`config.mk`:
```
export PLATFORM = sky130hd
export DESIGN_NAME = pc_sequencer_flat
export DESIGN_NICKNAME = d
export VERILOG_FILES = /design/src/rtl/pc_sequencer_if.sv /design/src/rtl/pc_sequencer.sv /design/src/flat_wrapper.sv
export SDC_FILE = /design/constraint.sdc
export NUM_CORES = 1
export LEC_CHECK = 0
export ABC_AREA = 1
export CAP_MARGIN = 10
export CORE_ASPECT_RATIO = 1.5
export CORE_MARGIN = 3
export CORE_UTILIZATION = 50
export CTS_CLUSTER_DIAMETER = 30
export DETAILED_ROUTE_END_ITERATION = 10
export DONT_BUFFER_PORTS = 1
export PLACE_DENSITY = 0.72
export SYNTH_ARGS = -nofsm -noshare
export SYNTH_HDL_FRONTEND = slang
export SYNTH_SLANG_ARGS = --single-unit
```
`constraint.sdc`:
```
create_clock -name CLK -period 1.2 [get_ports CLK]
set_input_delay 0.06 -clock CLK [delete_from_list [all_inputs] [get_ports CLK]]
set_output_delay 0.06 -clock CLK [all_outputs]
set_load 0.03 [all_outputs]
```
`src/rtl/pc_sequencer_if.sv`:
```
// pc_sequencer_if: decoder, flag and memory-ready inputs plus the
// PC/IR/OR2 control strobes and status of the fetch/execute sequencer.
interface pc_sequencer_if #(
    parameter int CNT_W = 16
);
    logic             MEM_RDY;
    logic             TWO_BYTE;
    logic [1:0]       BR_TYPE;
    logic [1:0]       COND_SEL;
    logic             COND_NEG;
    logic             FLAG_Z;
    logic             FLAG_C;
    logic             FLAG_S;
    logic             HALT_OP;
    logic             RESUME;
    logic             I_PC;
    logic             L_PC;
    logic             S11;
    logic             S10;
    logic             L_IR;
    logic             L_OR2;
    logic             EX_EN;
    logic             HALTED;
    logic [2:0]       STATE;
    logic [CNT_W-1:0] RETIRED;

    modport master (
        input  MEM_RDY, TWO_BYTE, BR_TYPE, COND_SEL, COND_NEG,
        input  FLAG_Z, FLAG_C, FLAG_S, HALT_OP, RESUME,
        output I_PC, L_PC, S11, S10, L_IR, L_OR2, EX_EN,
        output HALTED, STATE, RETIRED
    );

    modport slave (
        output MEM_RDY, TWO_BYTE, BR_TYPE, COND_SEL, COND_NEG,
        output FLAG_Z, FLAG_C, FLAG_S, HALT_OP, RESUME,
        input  I_PC, L_PC, S11, S10, L_IR, L_OR2, EX_EN,
        input  HALTED, STATE, RETIRED
    );
endinterface

```
`src/rtl/pc_sequencer.sv`:
```
// pc_sequencer: fetch / operand / execute sequencer driving the PC,
// IR and OR2 load strobes of the 8-bit core; counts retired instructions.
module pc_sequencer #(
    parameter int CNT_W = 16
) (
    input  logic          CLK,
    input  logic          RST,
    pc_sequencer_if.master bus
);
    typedef enum logic [2:0] {
        FETCH   = 3'd0,
        DECODE  = 3'd1,
        OPERAND = 3'd2,
        EXEC    = 3'd3,
        BRWAIT  = 3'd4,
        HALT    = 3'd5
    } state_t;

    state_t           state_q;
    state_t           state_d;
    logic [1:0]       br_q;
    logic [1:0]       br_d;
    logic             two_q;
    logic             two_d;
    logic [CNT_W-1:0] retired_q;

    logic             i_pc;
    logic             l_pc;
    logic [1:0]       src;
    logic             l_ir;
    logic             l_or2;
    logic             ex_en;
    logic             retire;
    logic             cond_raw;
    logic             taken;

    // Branch resolution from the live flags and the latched branch kind.
    always_comb begin
        cond_raw = 1'b1;
        unique case (bus.COND_SEL)
            2'b00: cond_raw = 1'b1;
            2'b01: cond_raw = bus.FLAG_Z;
            2'b10: cond_raw = bus.FLAG_C;
            2'b11: cond_raw = bus.FLAG_S;
            default: cond_raw = 1'b1;
        endcase
        taken = (br_q != 2'b00) && (cond_raw ^ bus.COND_NEG);
    end

    // Next state, strobes and retire pulse for the current state.
    always_comb begin
        state_d = state_q;
        br_d    = br_q;
        two_d   = two_q;
        i_pc    = 1'b0;
        l_pc    = 1'b0;
        src     = 2'b00;
        l_ir    = 1'b0;
        l_or2   = 1'b0;
        ex_en   = 1'b0;
        retire  = 1'b0;
        unique case (state_q)
            FETCH: begin
                if (bus.MEM_RDY) begin
                    l_ir    = 1'b1;
                    i_pc    = 1'b1;
                    state_d = DECODE;
                end
            end
            DECODE: begin
                two_d = bus.TWO_BYTE;
                br_d  = bus.BR_TYPE;
                if (bus.HALT_OP) begin
                    state_d = HALT;
                    retire  = 1'b1;
                end else if (bus.TWO_BYTE) begin
                    state_d = OPERAND;
                end else begin
                    state_d = EXEC;
                end
            end
            OPERAND: begin
                if (bus.MEM_RDY) begin
                    l_or2   = two_q;
                    i_pc    = 1'b1;
                    state_d = EXEC;
                end
            end
            EXEC: begin
                ex_en = 1'b1;
                if (!taken) begin
                    state_d = FETCH;
                    retire  = 1'b1;
                end else if (br_q == 2'b10) begin
                    state_d = BRWAIT;
                end else begin
                    l_pc    = 1'b1;
                    src     = br_q;
                    state_d = FETCH;
                    retire  = 1'b1;
                end
            end
            BRWAIT: begin
                if (bus.MEM_RDY) begin
                    l_pc    = 1'b1;
                    src     = 2'b10;
                    state_d = FETCH;
                    retire  = 1'b1;
                end
            end
            HALT: begin
                if (bus.RESUME) begin
                    state_d = FETCH;
                end
            end
            default: begin
                state_d = FETCH;
            end
        endcase
    end

    // State, latched decode fields and the retired counter.
    always_ff @(posedge CLK) begin
        if (RST) begin
            state_q   <= FETCH;
            br_q      <= 2'b00;
            two_q     <= 1'b0;
            retired_q <= '0;
        end else begin
            state_q <= state_d;
            br_q    <= br_d;
            two_q   <= two_d;
            if (retire) begin
                retired_q <= retired_q + CNT_W'(1);
            end
        end
    end

    assign bus.I_PC    = i_pc  & ~RST;
    assign bus.L_PC    = l_pc  & ~RST;
    assign bus.S11     = src[1] & ~RST;
    assign bus.S10     = src[0] & ~RST;
    assign bus.L_IR    = l_ir  & ~RST;
    assign bus.L_OR2   = l_or2 & ~RST;
    assign bus.EX_EN   = ex_en & ~RST;
    assign bus.HALTED  = (state_q == HALT);
    assign bus.STATE   = state_q;
    assign bus.RETIRED = retired_q;
endmodule

```
`src/flat_wrapper.sv`:
```
// flat-port wrapper written by rule: the top's interface ports become plain ports
module pc_sequencer_flat 
#(
    parameter int CNT_W = 16
)
  (CLK, RST, bus_MEM_RDY, bus_TWO_BYTE, bus_BR_TYPE, bus_COND_SEL, bus_COND_NEG, bus_FLAG_Z, bus_FLAG_C, bus_FLAG_S, bus_HALT_OP, bus_RESUME, bus_I_PC, bus_L_PC, bus_S11, bus_S10, bus_L_IR, bus_L_OR2, bus_EX_EN, bus_HALTED, bus_STATE, bus_RETIRED);
  pc_sequencer_if #(.CNT_W(CNT_W)) bus_i ();
  input  logic CLK;
  input  logic RST;
  input wire logic [$bits(bus_i.MEM_RDY)-1:0] bus_MEM_RDY;
  input wire logic [$bits(bus_i.TWO_BYTE)-1:0] bus_TWO_BYTE;
  input wire logic [$bits(bus_i.BR_TYPE)-1:0] bus_BR_TYPE;
  input wire logic [$bits(bus_i.COND_SEL)-1:0] bus_COND_SEL;
  input wire logic [$bits(bus_i.COND_NEG)-1:0] bus_COND_NEG;
  input wire logic [$bits(bus_i.FLAG_Z)-1:0] bus_FLAG_Z;
  input wire logic [$bits(bus_i.FLAG_C)-1:0] bus_FLAG_C;
  input wire logic [$bits(bus_i.FLAG_S)-1:0] bus_FLAG_S;
  input wire logic [$bits(bus_i.HALT_OP)-1:0] bus_HALT_OP;
  input wire logic [$bits(bus_i.RESUME)-1:0] bus_RESUME;
  output wire logic [$bits(bus_i.I_PC)-1:0] bus_I_PC;
  output wire logic [$bits(bus_i.L_PC)-1:0] bus_L_PC;
  output wire logic [$bits(bus_i.S11)-1:0] bus_S11;
  output wire logic [$bits(bus_i.S10)-1:0] bus_S10;
  output wire logic [$bits(bus_i.L_IR)-1:0] bus_L_IR;
  output wire logic [$bits(bus_i.L_OR2)-1:0] bus_L_OR2;
  output wire logic [$bits(bus_i.EX_EN)-1:0] bus_EX_EN;
  output wire logic [$bits(bus_i.HALTED)-1:0] bus_HALTED;
  output wire logic [$bits(bus_i.STATE)-1:0] bus_STATE;
  output wire logic [$bits(bus_i.RETIRED)-1:0] bus_RETIRED;
  assign bus_i.MEM_RDY = bus_MEM_RDY;
  assign bus_i.TWO_BYTE = bus_TWO_BYTE;
  assign bus_i.BR_TYPE = bus_BR_TYPE;
  assign bus_i.COND_SEL = bus_COND_SEL;
  assign bus_i.COND_NEG = bus_COND_NEG;
  assign bus_i.FLAG_Z = bus_FLAG_Z;
  assign bus_i.FLAG_C = bus_FLAG_C;
  assign bus_i.FLAG_S = bus_FLAG_S;
  assign bus_i.HALT_OP = bus_HALT_OP;
  assign bus_i.RESUME = bus_RESUME;
  assign bus_I_PC = bus_i.I_PC;
  assign bus_L_PC = bus_i.L_PC;
  assign bus_S11 = bus_i.S11;
  assign bus_S10 = bus_i.S10;
  assign bus_L_IR = bus_i.L_IR;
  assign bus_L_OR2 = bus_i.L_OR2;
  assign bus_EX_EN = bus_i.EX_EN;
  assign bus_HALTED = bus_i.HALTED;
  assign bus_STATE = bus_i.STATE;
  assign bus_RETIRED = bus_i.RETIRED;
  pc_sequencer #(.CNT_W(CNT_W)) u_core (.CLK(CLK), .RST(RST), .bus(bus_i));
endmodule
```
==> results.ini, run 1 <==
[route]
route.vias.total=1906
vias_per_cell=6.03
ant_nets=0
wire_per_inst_um=20.0
drt_pass1_iterations=4
initialDrtViolationCount=120
drc=0
routed_wl_mm=6.32

[layout]
final_core_util_pct=88.1
nFillCells=120
diodes=0
area_growth_pct=64.1
final_cell_area_sq_um=2410
layout-drive-gt1-share_pct=54.8
multi_input_area_sq_um=1070
nets=295
layout.area.seq_sq_um=472

[floorplanning]
rows=23
io_pins=41
die_x_um=50.3
die_h_um=72.4
die_area_sq_um=3640
start_util_pct=53.7
coreArea_sq_um=2730

[worst_setup_path]
startpoint=u_core.bus.STATE[0]
rrSetupSlack_ps=-420
max_stage_delay_ps=410
r2r-start=u_core.bus.STATE[0]
r2r_end=u_core.bus.RETIRED[1]
cp_slowest_cell=dfxtp_4
critPathTopFamily=simple AND/OR/NAND/NOR gates
cp.required_ps=1140
timing.critical_path.to_type=output pin
path_depth=5
path_cells=clkinv_8, nor4_4, nand3_2, a22oi_2, buf_6
start_kind=flip-flop
worstRegToRegCells=7
path_max_fanout=3
path_buf_inv=2
critical_path_class=reg -> out
worst-endpoint-arrival_ps=1630
crit_end=bus_S11

[synth]
synth_common_cells=nand2_1 (36), nand3_1 (34), dfxtp_1 (22)
synth_cells=207
synthTopCellsByArea=dfxtp_1 (30%), nand3_1 (12%), nand2_1 (9.2%)
syn_avg_cell_area_sq_um=7.10
synth_ff_type=dfxtp_1
syn-num-nets=222
async_reset_ff_share_pct=0
yosysMostFrequentCell=nand2_1
synth-seq-cells=22
ys_types=31
synth_top_cell_area_share_pct=30.0
synth-seq-area-share_pct=30.0
yosys.area.top_type=dfxtp_1
ys_warn_count=0
synth-edff-count=0
syn_area_sq_um=1470

[run]
cap_violations=0

[clock_network]
cts_tree=done
ctsLongestPathBuffers=2
clkTransAtPathRegs_ps=80
root_buffer=clkbuf_8
htreeDepth=1
clk_latency_ps=280
cts_inserted_buffers=3
clock-sinks=22

[pwr]
powerDensity_nw_per_um2=1150
vdd_drop_max_v=0.00139
p_leak_nw=0.994

[placed_design]
gp_congestion=0.923
io_buffers=0
dpl_cell_area_sq_um=1980
detailed_place_hpwl_mm=3.24

[status]
status=finished, violations left
violations=negative setup slack

[global_routing]
grt.total_usage_pct=30.1
antenna_found_initial=0
grt_overflow_total=0
grt_pass1_vias=1856
grt_first_pass_wirelength_mm=8.22
grt_max_degree=19

[sta]
period_needed_ps=1690
fin_hold_ws_ps=73.8
max_slew_margin_pct=31.1
finalMaxSlewViolations=0
skew_ps=6.76
rsz0062_at_grt=yes
fin_crit_sh_pct=141
setup_viol=30
worstMarginPinSlew_ps=1030
fmax_mhz=592
worst_slack_ps=-489
hold_viol=0

[hold_path]
hp-class=in -> reg

## area by class of cell
class | count | share of cell area (%)
timing repair buffer | 72 | 26.4
multi-input combinational | 157 | 44.6
tap | 37 | 1.92
inverter | 24 | 4.78
sequential | 22 | 19.6
clock buffer | 4 | 2.75
## sequential cells by signal (all words and copies together), names as in the netlist
name and count:
u_core.bus.STATE 3, u_core.bus.RETIRED 16, u_core.two_q 1, u_core.br_q 2
## layer usage
layer | vias up | wire (um) | GRT usage (%)
met2 | 148 | 3330 | 59.6
met4 | 0 | 470 | 24.3
met5 | - | 0 | 0
met1 | 888 | 2030 | 25.2
met3 | 47 | 490 | 4.31
li1 | 823 | - | -
## worst min path at each step
stage / start / end / slack [ps] / cells past startpoint
detailed placement: RST / u_core.bus.STATE[0] / 120 / 1
floorplan: RST / bus_EX_EN / 170 / 1
global placement: RST / u_core.bus.STATE[0] / 120 / 1
finish: bus_TWO_BYTE / u_core.two_q / 70 / 3
CTS: bus_BR_TYPE[1] / u_core.br_q[1] / 3 / 2
global route: RST / u_core.br_q[1] / 90 / 3
## worst min-delay path, cell delays in order
cell     delay, ps
or2_4          100
nand2_1         50
a21oi_1        100
## report_power, final
group | internal, mW | switching, mW | leakage [nW]
sequential | 0.793 | 0.0748 | 0.187
combinational | 0.532 | 0.720 | 0.773
clock | 0.363 | 0.281 | 0.0339
total | 1.69 | 1.08 | 0.994
## cell families (layout without fill, tap and decap cells)
group | Yosys count | after routing | synth area share (%)
AO/OA/AOI/OAI | 24 | 24 | 11.5
XOR/XNOR | 12 | 12 | 7.15
adder cells (fa/ha/maj) | 1 | 1 | 0.852
buffers and inverters | 29 | 100 | 9.28
flip-flops | 22 | 22 | 30.0
AND/OR/NAND/NOR | 119 | 120 | 41.2
## cells in the final DEF, fill, tap and decap left out, types with 7 or more instances in the layout
| cell | instances |
|---|---|
| a21oi_2 | 13 |
| buf_4 | 50 |
| buf_6 | 16 |
| dfxtp_1 | 7 |
| dfxtp_2 | 10 |
| inv_1 | 16 |
| nand2_1 | 31 |
| nand2_2 | 17 |
| nand3_1 | 29 |
| nor2_1 | 12 |
| xor2_1 | 10 |
## per-stage QoR
| step | std cells | setup slack, ps | power, mW | setup TNS [ps] |
|---|---|---|---|---|
| CTS | 308 | -342 | 2.49 | -6010 |
| floorplan | 207 | -399 | 1.41 | -3940 |
| finish | 316 | -489 | 2.76 | -9780 |
| global route | 316 | -537 | 2.82 | -10790 |
| detailed placement | 293 | -217 | 1.64 | -3270 |
| global placement | 293 | -122 | 1.61 | -1920 |
## what timing repair did
item	4_1_cts	5_1_grt
buffers inserted	8	9
gates resized for setup	31	20
hold buffers	3	1
pin swaps	12	8
cloned	1	0
endpoints found under the hold margin	19	1
endpoints found under the setup margin	29	30
No activity file was read; power rests on OpenSTA's default activity.
==> run 2: changes to the inputs <==
- PLACE_DENSITY: 0.72 -> 0.68
==> results.ini, run 2 (synthesis results as in run 1) <==
[sta]
fmax_mhz=639
tns_ps=-6430
finalMaxSlewViolations=0
fin_hold_ws_ps=-23.4
period_needed_ps=1560
skew_ps=6.18
max_slew_margin_pct=33.6
worst_slack_ps=-364
rsz0062_at_grt=yes
worstMarginPinSlew_ps=992
hold_viol=1
setup_viol=28
fin_crit_sh_pct=130

[placed_design]
pre_cts_slack_ps=-194
io_buffers=0
gp_congestion=0.939
detailed_place_hpwl_mm=3.20

[global_routing]
met2_usage_pct=58.9
grt.total_usage_pct=30.6
grt_overflow_total=0
grt_max_degree=19
met1_usage_pct=30.4
busiest_layer=met2
grt_first_pass_wirelength_mm=8.61
antenna_found_initial=0
grt_pass1_vias=1910
grtUsageMet3_pct=3.70

[route]
vias_per_cell=5.70
drt_pass1_iterations=4
routed_wl_mm=5.49
drc=0
initialDrtViolationCount=92
route.vias.total=1779
ant_nets=0
wire_per_inst_um=17.6

[pwr]
p_clk_share_pct=23.2
p_seq_share_pct=35.1
p_int_mw=1.50
p_leak_nw=0.989
power_switching_mw=0.944
p_comb_share_pct=41.7
powerDensity_nw_per_um2=1020
p_total_mw=2.44
vdd_drop_max_v=0.000953
switching_share_pct=38.6

[layout]
area_growth_pct=63.0
diodes=0
most-common-layout-cells=buf_4 (51), nand2_1 (32), inv_1 (18), nand3_1 (18), nand3_2 (17)
nets=291
final_common_cell=buf_4
largest_reg_flops=16
layout-drive-gt1-share_pct=55.3

[worst_setup_path]
max_stage_delay_ps=390
cp.required_ps=1140
critical_path_class=reg -> out
timing.critical_path.to_type=output pin
rrSetupSlack_ps=-320
worstRegToRegCells=7
path_cells=nor4_4, nand3_2, a22oi_2, buf_6
r2r_end=u_core.bus.RETIRED[9]
path_max_fanout=5
cp_slowest_cell=dfxtp_4
worst-endpoint-arrival_ps=1500
start_kind=flip-flop
crit_end=bus_S11
r2r-start=u_core.bus.STATE[2]
startpoint=u_core.bus.STATE[2]

[status]
violations=negative hold slack, negative setup slack
status=finished, violations left

[clock_network]
clk_latency_ps=270
clock-sinks=22
clkTransAtPathRegs_ps=90
cts_inserted_buffers=3
root_buffer=clkbuf_8
ctsLongestPathBuffers=2
cts_tree=done
htreeDepth=1

[hold_path]
hp-class=in -> reg

[floorplanning]
die_h_um=72.4
io_pins=41
coreArea_sq_um=2730
die_area_sq_um=3640
start_util_pct=53.7
rows=23
die_x_um=50.3

[run]
cap_violations=0

-- run 2: worst max-delay path: cells and delay by family, from the launching register on --
family	cells	cell delay, ps
and+or+nand+nor	2	510
buffers and inverters	1	160
AOI/OAI and AO/OA	1	170
DFF	1	390
-- run 2: layout make-up --
type	count	area, sq um
clock buffers	4	55.1
flip-flops and latches	22	472
fillers	139	339
multi-input cells	157	1100
inverters	24	110
well taps	37	46.3
repair buffers	68	613
-- run 2: routing by layer --
layer / wire length [um] / share of wire, % / up-vias
li1: - / - / 812
met1: 1830 / 33 / 844
met2: 3110 / 57 / 101
met3: 342 / 6.2 / 22
met4: 210 / 3.8 / 0
met5: 0 / 0 / -
-- run 2: power groups by stage --
stage	clock (mW)	sequential, mW	combinational (mW)
after floorplan	0	0.931	0.481
after global placement	0	0.868	0.765
after detailed placement	0	0.874	0.790
after CTS	0.556	0.857	0.947
after global routing	0.584	0.867	1.09
final	0.566	0.858	1.02
-- run 2: worst min path at each step --
stage	to	depth (start not counted)	start	slack (ps)
2_1_floorplan	bus_EX_EN	1	RST	170
3_3_place_gp	u_core.bus.STATE[0]	1	RST	120
3_5_place_dp	u_core.bus.RETIRED[1]	1	RST	120
4_1_cts	u_core.br_q[1]	2	bus_BR_TYPE[1]	5
5_1_grt	u_core.bus.STATE[0]	3	bus_RESUME	40
6_report	u_core.br_q[1]	2	bus_BR_TYPE[1]	-20
-- run 2: repair_timing --
| item | CTS | global route |
|---|---|---|
| cloned | 2 | 0 |
| pin swaps | 11 | 2 |
| setup buffers | 9 | 3 |
| setup endpoints to repair | 29 | 30 |
| endpoints found under the hold margin | 19 | 0 |
| hold buffers | 3 | 0 |
| gates resized for setup | 29 | 14 |
-- run 2: stage by stage --
stage / hold slack, ps / instance area (sq um) / utilization (%) / std cells
final: -23.4 / 2390 / 87.6 / 312
after global routing: 43.3 / 2390 / 87.6 / 312
after CTS: 5.36 / 2330 / 85.2 / 310
after detailed placement: 118 / 2010 / 73.5 / 293
after global placement: 118 / 2010 / 73.5 / 293
after floorplan: 171 / 1580 / - / 207
